===== src/rtl/dot_product_pkg.sv =====
`default_nettype none
// +----------------------------------------------------------------------------+
// | Module      : dot_product_pkg                                              |
// | Description : Shared definitions for the dot-product sequencer: a constant |
// |               clog2 helper, the accumulator width derivation, and the     |
// |               sequencer FSM state encoding.                                |
// | Revision    : 1.0 - initial release                                        |
// +----------------------------------------------------------------------------+
package dot_product_pkg;

   // Ceiling log2 for elaboration-time width derivation (clog2(1) = 0).
   function automatic int clog2(input int value);
      int result;
      int remaining;
      result    = 0;
      remaining = value - 1;
      while (remaining > 0) begin
         result    = result + 1;
         remaining = remaining >> 1;
      end
      return result;
   endfunction

   // Sum of VETOR_WIDTH unsigned DATA_WIDTH x DATA_WIDTH products cannot
   // exceed 2*DATA_WIDTH + clog2(VETOR_WIDTH) bits.
   function automatic int acc_width(input int data_width, input int vetor_width);
      return 2 * data_width + clog2(vetor_width);
   endfunction

   typedef enum logic [1:0] {
      S_IDLE  = 2'd0,
      S_ISSUE = 2'd1,
      S_DRAIN = 2'd2
   } state_t;

endpackage
`default_nettype wire


===== src/rtl/dot_mac.sv =====
`default_nettype none
// +----------------------------------------------------------------------------+
// | Module      : dot_mac                                                      |
// | Description : Registered unsigned multiply-accumulate.                     |
// |               clr zeroes the accumulator (priority over en); en adds a*b.  |
// |               sum exposes acc + a*b combinationally so the sequencer can   |
// |               capture the final total on the same edge as the last add.    |
// | Ports       : clk, rst_n (async active-low), clr, en, a, b -> acc, sum     |
// | Revision    : 1.0 - initial release                                        |
// +----------------------------------------------------------------------------+
module dot_mac #(
   parameter int DATA_WIDTH = 8,
   parameter int ACC_WIDTH  = 18
) (
   input  logic                  clk,
   input  logic                  rst_n,
   input  logic                  clr,
   input  logic                  en,
   input  logic [DATA_WIDTH-1:0] a,
   input  logic [DATA_WIDTH-1:0] b,
   output logic [ACC_WIDTH-1:0]  acc,
   output logic [ACC_WIDTH-1:0]  sum
);

   logic [2*DATA_WIDTH-1:0] w_prod;
   logic [ACC_WIDTH-1:0]    w_sum;
   logic [ACC_WIDTH-1:0]    r_acc;

   // Operands widened first so the full-width product is kept.
   assign w_prod = {{DATA_WIDTH{1'b0}}, a} * {{DATA_WIDTH{1'b0}}, b};
   assign w_sum  = r_acc + ACC_WIDTH'(w_prod);

   always_ff @(posedge clk or negedge rst_n) begin
      if (!rst_n) begin
         r_acc <= '0;
      end else if (clr) begin
         r_acc <= '0;
      end else if (en) begin
         r_acc <= w_sum;
      end
   end

   assign acc = r_acc;
   assign sum = w_sum;

endmodule
`default_nettype wire


===== src/rtl/dot_product_ctrl.sv =====
`default_nettype none
// +----------------------------------------------------------------------------+
// | Module      : dot_product_ctrl                                             |
// | Description : Sequencer for the dot-product datapath. On an accepted start |
// |               it issues VETOR_WIDTH consecutive reads to memories A and B  |
// |               (addresses wrap), multiply-accumulates the returned pairs    |
// |               and presents the sum with a one-cycle done pulse.            |
// | Ports       : clk, rst_n        clock, async active-low reset             |
// |               start, base_a/b   request and vector base addresses         |
// |               a/b_rd_en, a/b_rd_addr, a/b_data   memory read ports         |
// |               busy, done, result                 status and result         |
// | Revision    : 1.0 - initial release                                        |
// +----------------------------------------------------------------------------+
module dot_product_ctrl
   import dot_product_pkg::*;
#(
   parameter int DATA_WIDTH  = 8,
   parameter int VETOR_WIDTH = 4,
   parameter int DEPTH       = VETOR_WIDTH * DATA_WIDTH,
   parameter int ADDR_WIDTH  = clog2(DEPTH),
   parameter int ACC_WIDTH   = acc_width(DATA_WIDTH, VETOR_WIDTH)
) (
   input  logic                  clk,
   input  logic                  rst_n,
   input  logic                  start,
   input  logic [ADDR_WIDTH-1:0] base_a,
   input  logic [ADDR_WIDTH-1:0] base_b,
   output logic                  a_rd_en,
   output logic [ADDR_WIDTH-1:0] a_rd_addr,
   input  logic [DATA_WIDTH-1:0] a_data,
   output logic                  b_rd_en,
   output logic [ADDR_WIDTH-1:0] b_rd_addr,
   input  logic [DATA_WIDTH-1:0] b_data,
   output logic                  busy,
   output logic                  done,
   output logic [ACC_WIDTH-1:0]  result
);

   localparam int IDX_WIDTH = (VETOR_WIDTH > 1) ? clog2(VETOR_WIDTH) : 1;
   localparam logic [IDX_WIDTH-1:0] c_last_idx = IDX_WIDTH'(VETOR_WIDTH - 1);

   state_t                r_state;
   logic [IDX_WIDTH-1:0]  r_idx;
   logic                  r_rd_en;
   logic                  r_pipe_vld;
   logic [ADDR_WIDTH-1:0] r_a_addr;
   logic [ADDR_WIDTH-1:0] r_b_addr;
   logic                  r_busy;
   logic                  r_done;
   logic [ACC_WIDTH-1:0]  r_result;

   logic                  w_accept;
   logic [ACC_WIDTH-1:0]  w_acc;
   logic [ACC_WIDTH-1:0]  w_sum;

   assign w_accept = (r_state == S_IDLE) && start;

   // Memory data lags the read edge by one cycle, so r_pipe_vld (rd_en
   // delayed) marks cycles where a_data/b_data hold a pair to accumulate.
   dot_mac #(
      .DATA_WIDTH (DATA_WIDTH),
      .ACC_WIDTH  (ACC_WIDTH)
   ) u_mac (
      .clk   (clk),
      .rst_n (rst_n),
      .clr   (w_accept),
      .en    (r_pipe_vld),
      .a     (a_data),
      .b     (b_data),
      .acc   (w_acc),
      .sum   (w_sum)
   );

   always_ff @(posedge clk or negedge rst_n) begin
      if (!rst_n) begin
         r_state    <= S_IDLE;
         r_idx      <= '0;
         r_rd_en    <= 1'b0;
         r_pipe_vld <= 1'b0;
         r_a_addr   <= '0;
         r_b_addr   <= '0;
         r_busy     <= 1'b0;
         r_done     <= 1'b0;
         r_result   <= '0;
      end else begin
         r_pipe_vld <= r_rd_en;
         r_done     <= 1'b0;
         case (r_state)
            S_IDLE: begin
               if (start) begin
                  r_state  <= S_ISSUE;
                  r_idx    <= '0;
                  r_rd_en  <= 1'b1;
                  r_a_addr <= base_a;
                  r_b_addr <= base_b;
                  r_busy   <= 1'b1;
               end
            end
            S_ISSUE: begin
               // The read for the current index is on the bus this cycle;
               // either step to the next pair or stop after the last one.
               if (r_idx == c_last_idx) begin
                  r_rd_en <= 1'b0;
                  r_state <= S_DRAIN;
               end else begin
                  r_idx    <= r_idx + IDX_WIDTH'(1);
                  r_a_addr <= r_a_addr + ADDR_WIDTH'(1);
                  r_b_addr <= r_b_addr + ADDR_WIDTH'(1);
               end
            end
            S_DRAIN: begin
               // Last pair is on the data bus: capture acc + final product.
               if (r_pipe_vld) begin
                  r_result <= w_sum;
                  r_done   <= 1'b1;
                  r_busy   <= 1'b0;
                  r_state  <= S_IDLE;
               end
            end
            default: begin
               r_state <= S_IDLE;
            end
         endcase
      end
   end

   assign a_rd_en   = r_rd_en;
   assign b_rd_en   = r_rd_en;
   assign a_rd_addr = r_a_addr;
   assign b_rd_addr = r_b_addr;
   assign busy      = r_busy;
   assign done      = r_done;
   assign result    = r_result;

   // Running accumulator is only consumed through sum; keep it observable
   // for hierarchy probes without leaving an unused-signal hole.
   logic w_acc_unused;
   assign w_acc_unused = ^w_acc;

endmodule
`default_nettype wire


===== config.mk =====
export PLATFORM = sky130hd
export DESIGN_NAME = dot_product_ctrl
export DESIGN_NICKNAME = d
export VERILOG_FILES = /design/src/rtl/dot_product_pkg.sv /design/src/rtl/dot_mac.sv /design/src/rtl/dot_product_ctrl.sv
export SDC_FILE = /design/constraint.sdc
export NUM_CORES = 1
export LEC_CHECK = 0
export CAP_MARGIN = 25
export CORE_MARGIN = 2
export CORE_UTILIZATION = 51
export CTS_CLUSTER_SIZE = 24
export DETAILED_ROUTE_END_ITERATION = 10
export PLACE_DENSITY = 0.74
export SETUP_SLACK_MARGIN = 0.05
export SLEW_MARGIN = 40
export SYNTH_ARGS = -nofsm -noshare
export SYNTH_HDL_FRONTEND = slang
export SYNTH_SLANG_ARGS = --single-unit
export TNS_END_PERCENT = 20

===== constraint.sdc =====
create_clock -name clk -period 11.67 [get_ports clk]
set_input_delay 2.9175 -clock clk [delete_from_list [all_inputs] [get_ports clk]]
set_output_delay 2.9175 -clock clk [all_outputs]
set_load 0.01 [all_outputs]

==> flow_summary_export.csv <==
group,metric,value,unit
yosys,ys_seq_elements,54,
clock_network,cts_buffers,5,
critical_path,crit_type,"primary input to flop",
yosys,synthXorXnorAreaFrac,1.90,%
timing,fin_crit,7.47,ns
layout,layoutNonFillerInstCount,758,
yosys,synth_top_family_by_area,"adder cells",
timing,final-setup-viol-count,0,
drt,drt_iter0_drc,185,
timing,finClkSkew,0.0148,ns
global_route,grt_pass1_wl,19900,um
global_route,overflow,0,
yosys,synthFlopType,"dfrtp_1",
placement,dpl.hpwl,8980,um
floorplanning,die_w,104,um
yosys,synthAdderAreaFrac,30.3,%
floorplanning,die_h,104,um
global_route,grt_max_degree,55,
clock_network,cts_root_buf,"clkbuf_8",
yosys,syn-num-nets,691,
global_route,grt_use_total,22.3,%
drt,drt-vias-per-instance,5.20,
yosys,synthDistinctLibCells,57,
drt,drt_pass1_iterations,4,
layout,mostFrequentLayoutCells,"inv_1, nand2_1, clkdlybuf4s50_1, dfrtp_1, fa_1",
floorplanning,start_util,52.2,%
floorplanning,coreArea,9730,sq um
clock_network,postCtsHoldBufs,0,
timing,slew_violations,0,
timing,tightest_slew,0.695,ns
layout,nets,746,
hold_path,hold_class,"flop to flop",
critical_path,worstPathRequired,11.83,ns
clock_network,insertion_delay,0.31,ns
critical_path,cp-end-kind,"flop",
layout,antennaDiodeCount,0,
critical_path,crit_fanout,8,
global_route,antenna_found_initial,0,
layout,syn_to_final_growth,16.2,%
layout,fill_cells,894,
drt,drt_wl_total,11300,um
floorplanning,ios,61,
clock_network,clkSinkCount,54,
status,outcome,"finished clean",
layout,final_common_cell,"inv_1",
critical_path,cp_data_arrival_time,7.62,ns
job,max-cap-violations,0,
yosys,syn_area,5080,sq um
yosys,avgSynthCellArea,8.93,sq um
placement,gp_congestion,0.840,
yosys,ys_warn_count,0,
placement,place_inst,750,
clock_network,htree_levels,2,
critical_path,start_kind,"primary input",
timing,setup_tns,0,ns
global_route,first_global_vias,4207,
clock_network,post_cts_resized,0,
drt,drtAntennaViolNets,0,
timing,min_period_over_period,64.0,%
placement,portBuffers,60,
yosys,synth-compound-area-share,10.7,%
drt,drcViolationCount,0,
yosys,synth-simple-area-share,19.3,%
timing,slew-limit-headroom,53.7,%
drt,wl_per_cell,14.9,um
timing,rsz0062_at_grt,"false",
drt,vias,3941,
yosys,synthMuxAreaShare,2.19,%
clock_network,cts.clk_slew.worst_paths,0.09,ns
timing,fmax,134,MHz
clock_network,postCtsSetupRepairBufs,0,
clock_network,cts_tree,"built",
floorplanning,rows,36,
yosys,ys_seq_area_share,26.6,%
timing,hold_violations,0,
yosys,synth_edf_count,0,
layout,final_util,60.7,%
floorplanning,die_area,10800,sq um
yosys,async_flop_share,100,%
timing,whs,0.427,ns
clock_network,clockBufferDepth,2,
layout,drive_above_1_share,4.80,%
yosys,synth_cells,569,
-- synth_stat cells (all sizes together) (2+ instances only) --
cell    instances  area (sq um)
ha             43           538
a21oi          26           141
a31oi           6          37.5
nor2           15          58.8
inv           101           379
buf             7          42.5
nor3            8          40.0
a211o           2          17.5
and2           42           265
nand4           5          31.3
fa             50          1000
a21o            6          46.3
nand2b          5          31.3
o21ai          19          95.1
xor2            6          52.6
nand3          14          70.1
or2             3          18.8
o211ai          2          15.0
a211oi          3          22.5
nand2          91           342
o31ai           4          48.8
dfrtp          54          1350
and3            4          26.3
nor3b           3          27.5
and4            2          17.5
clkbuf          8          30.0
nor2b           3          18.8
or3             2          12.5
o22ai           7          43.8
mux2i          10           100
xnor2           5          43.8
-- final cells by class --
type	instances	area [sq um]	area share, %
clock buffers	5	68.8	1.17
clock inverters	3	40.0	0.678
inverters	102	383	6.49
multi-input cells	398	3270	55.5
flip-flops and latches	54	1350	22.9
well taps	133	166	2.82
repair buffers	63	618	10.5
-- cell families after synthesis --
logic type | count (synthesis)
buffers and inverters | 117
AOI/OAI and AO/OA | 83
muxes | 11
adders and majority gates | 93
xor gates and xnor gates | 11
DFF | 54
and+or+nand+nor | 200
-- worst max-delay path, stage by stage --
cell,delay (ns)
clkdlybuf4s50_1,0.57
and2_1,0.26
fa_1,0.52
fa_1,0.54
inv_1,0.05
fa_1,0.50
fa_1,0.54
inv_1,0.04
ha_1,0.38
a21o_1,0.22
a31o_1,0.21
and2_4,0.17
o31ai_4,0.29
mux2i_1,0.23
o311ai_0,0.16
-- state kept, by name (all words and copies together) (netlist names) --
| signal | flops |
|---|---|
| u_mac.acc | 18 |
| r_pipe_vld | 1 |
| r_idx | 2 |
| r_state | 2 |
| result | 18 |
| busy | 1 |
| b_rd_addr | 5 |
| a_rd_en | 1 |
| done | 1 |
| a_rd_addr | 5 |
-- layer usage --
layer / GRT usage [%] / wire length, um
met1: 30.3 / 5120
met2: 38.1 / 5640
met3: 2.77 / 362
met4: 5.50 / 191
met5: 0 / 0
-- worst paths after layout --
path / startpoint / end / slack (ns) / cells after the start
setup / recovery: b_data[7] / u_mac.acc[14] / 4.20 / 15
hold / removal: a_rd_en / r_pipe_vld / 0.43 / 0
setup reg to reg: u_mac.acc[6] / u_mac.acc[14] / 7.35 / 15
hold reg to reg: a_rd_en / r_pipe_vld / 0.43 / 0
max in group asynchronous: rst_n / r_pipe_vld / 8.43 / 2
min in group asynchronous: rst_n / a_rd_addr[3] / 2.73 / 2
-- metrics by stage --
| step | instance area (sq um) | worst slack (ns) |
|---|---|---|
| finish | 5900 | 4.20 |
| global route | 5900 | 3.94 |
| CTS | 5900 | 4.19 |
| detailed placement | 5790 | 3.88 |
| global placement | 5790 | 4.00 |
| floorplan | 5080 | 4.79 |
Power is not shown: default switching activity piles up to over one toggle a cycle in this logic, so the estimate is an artifact.
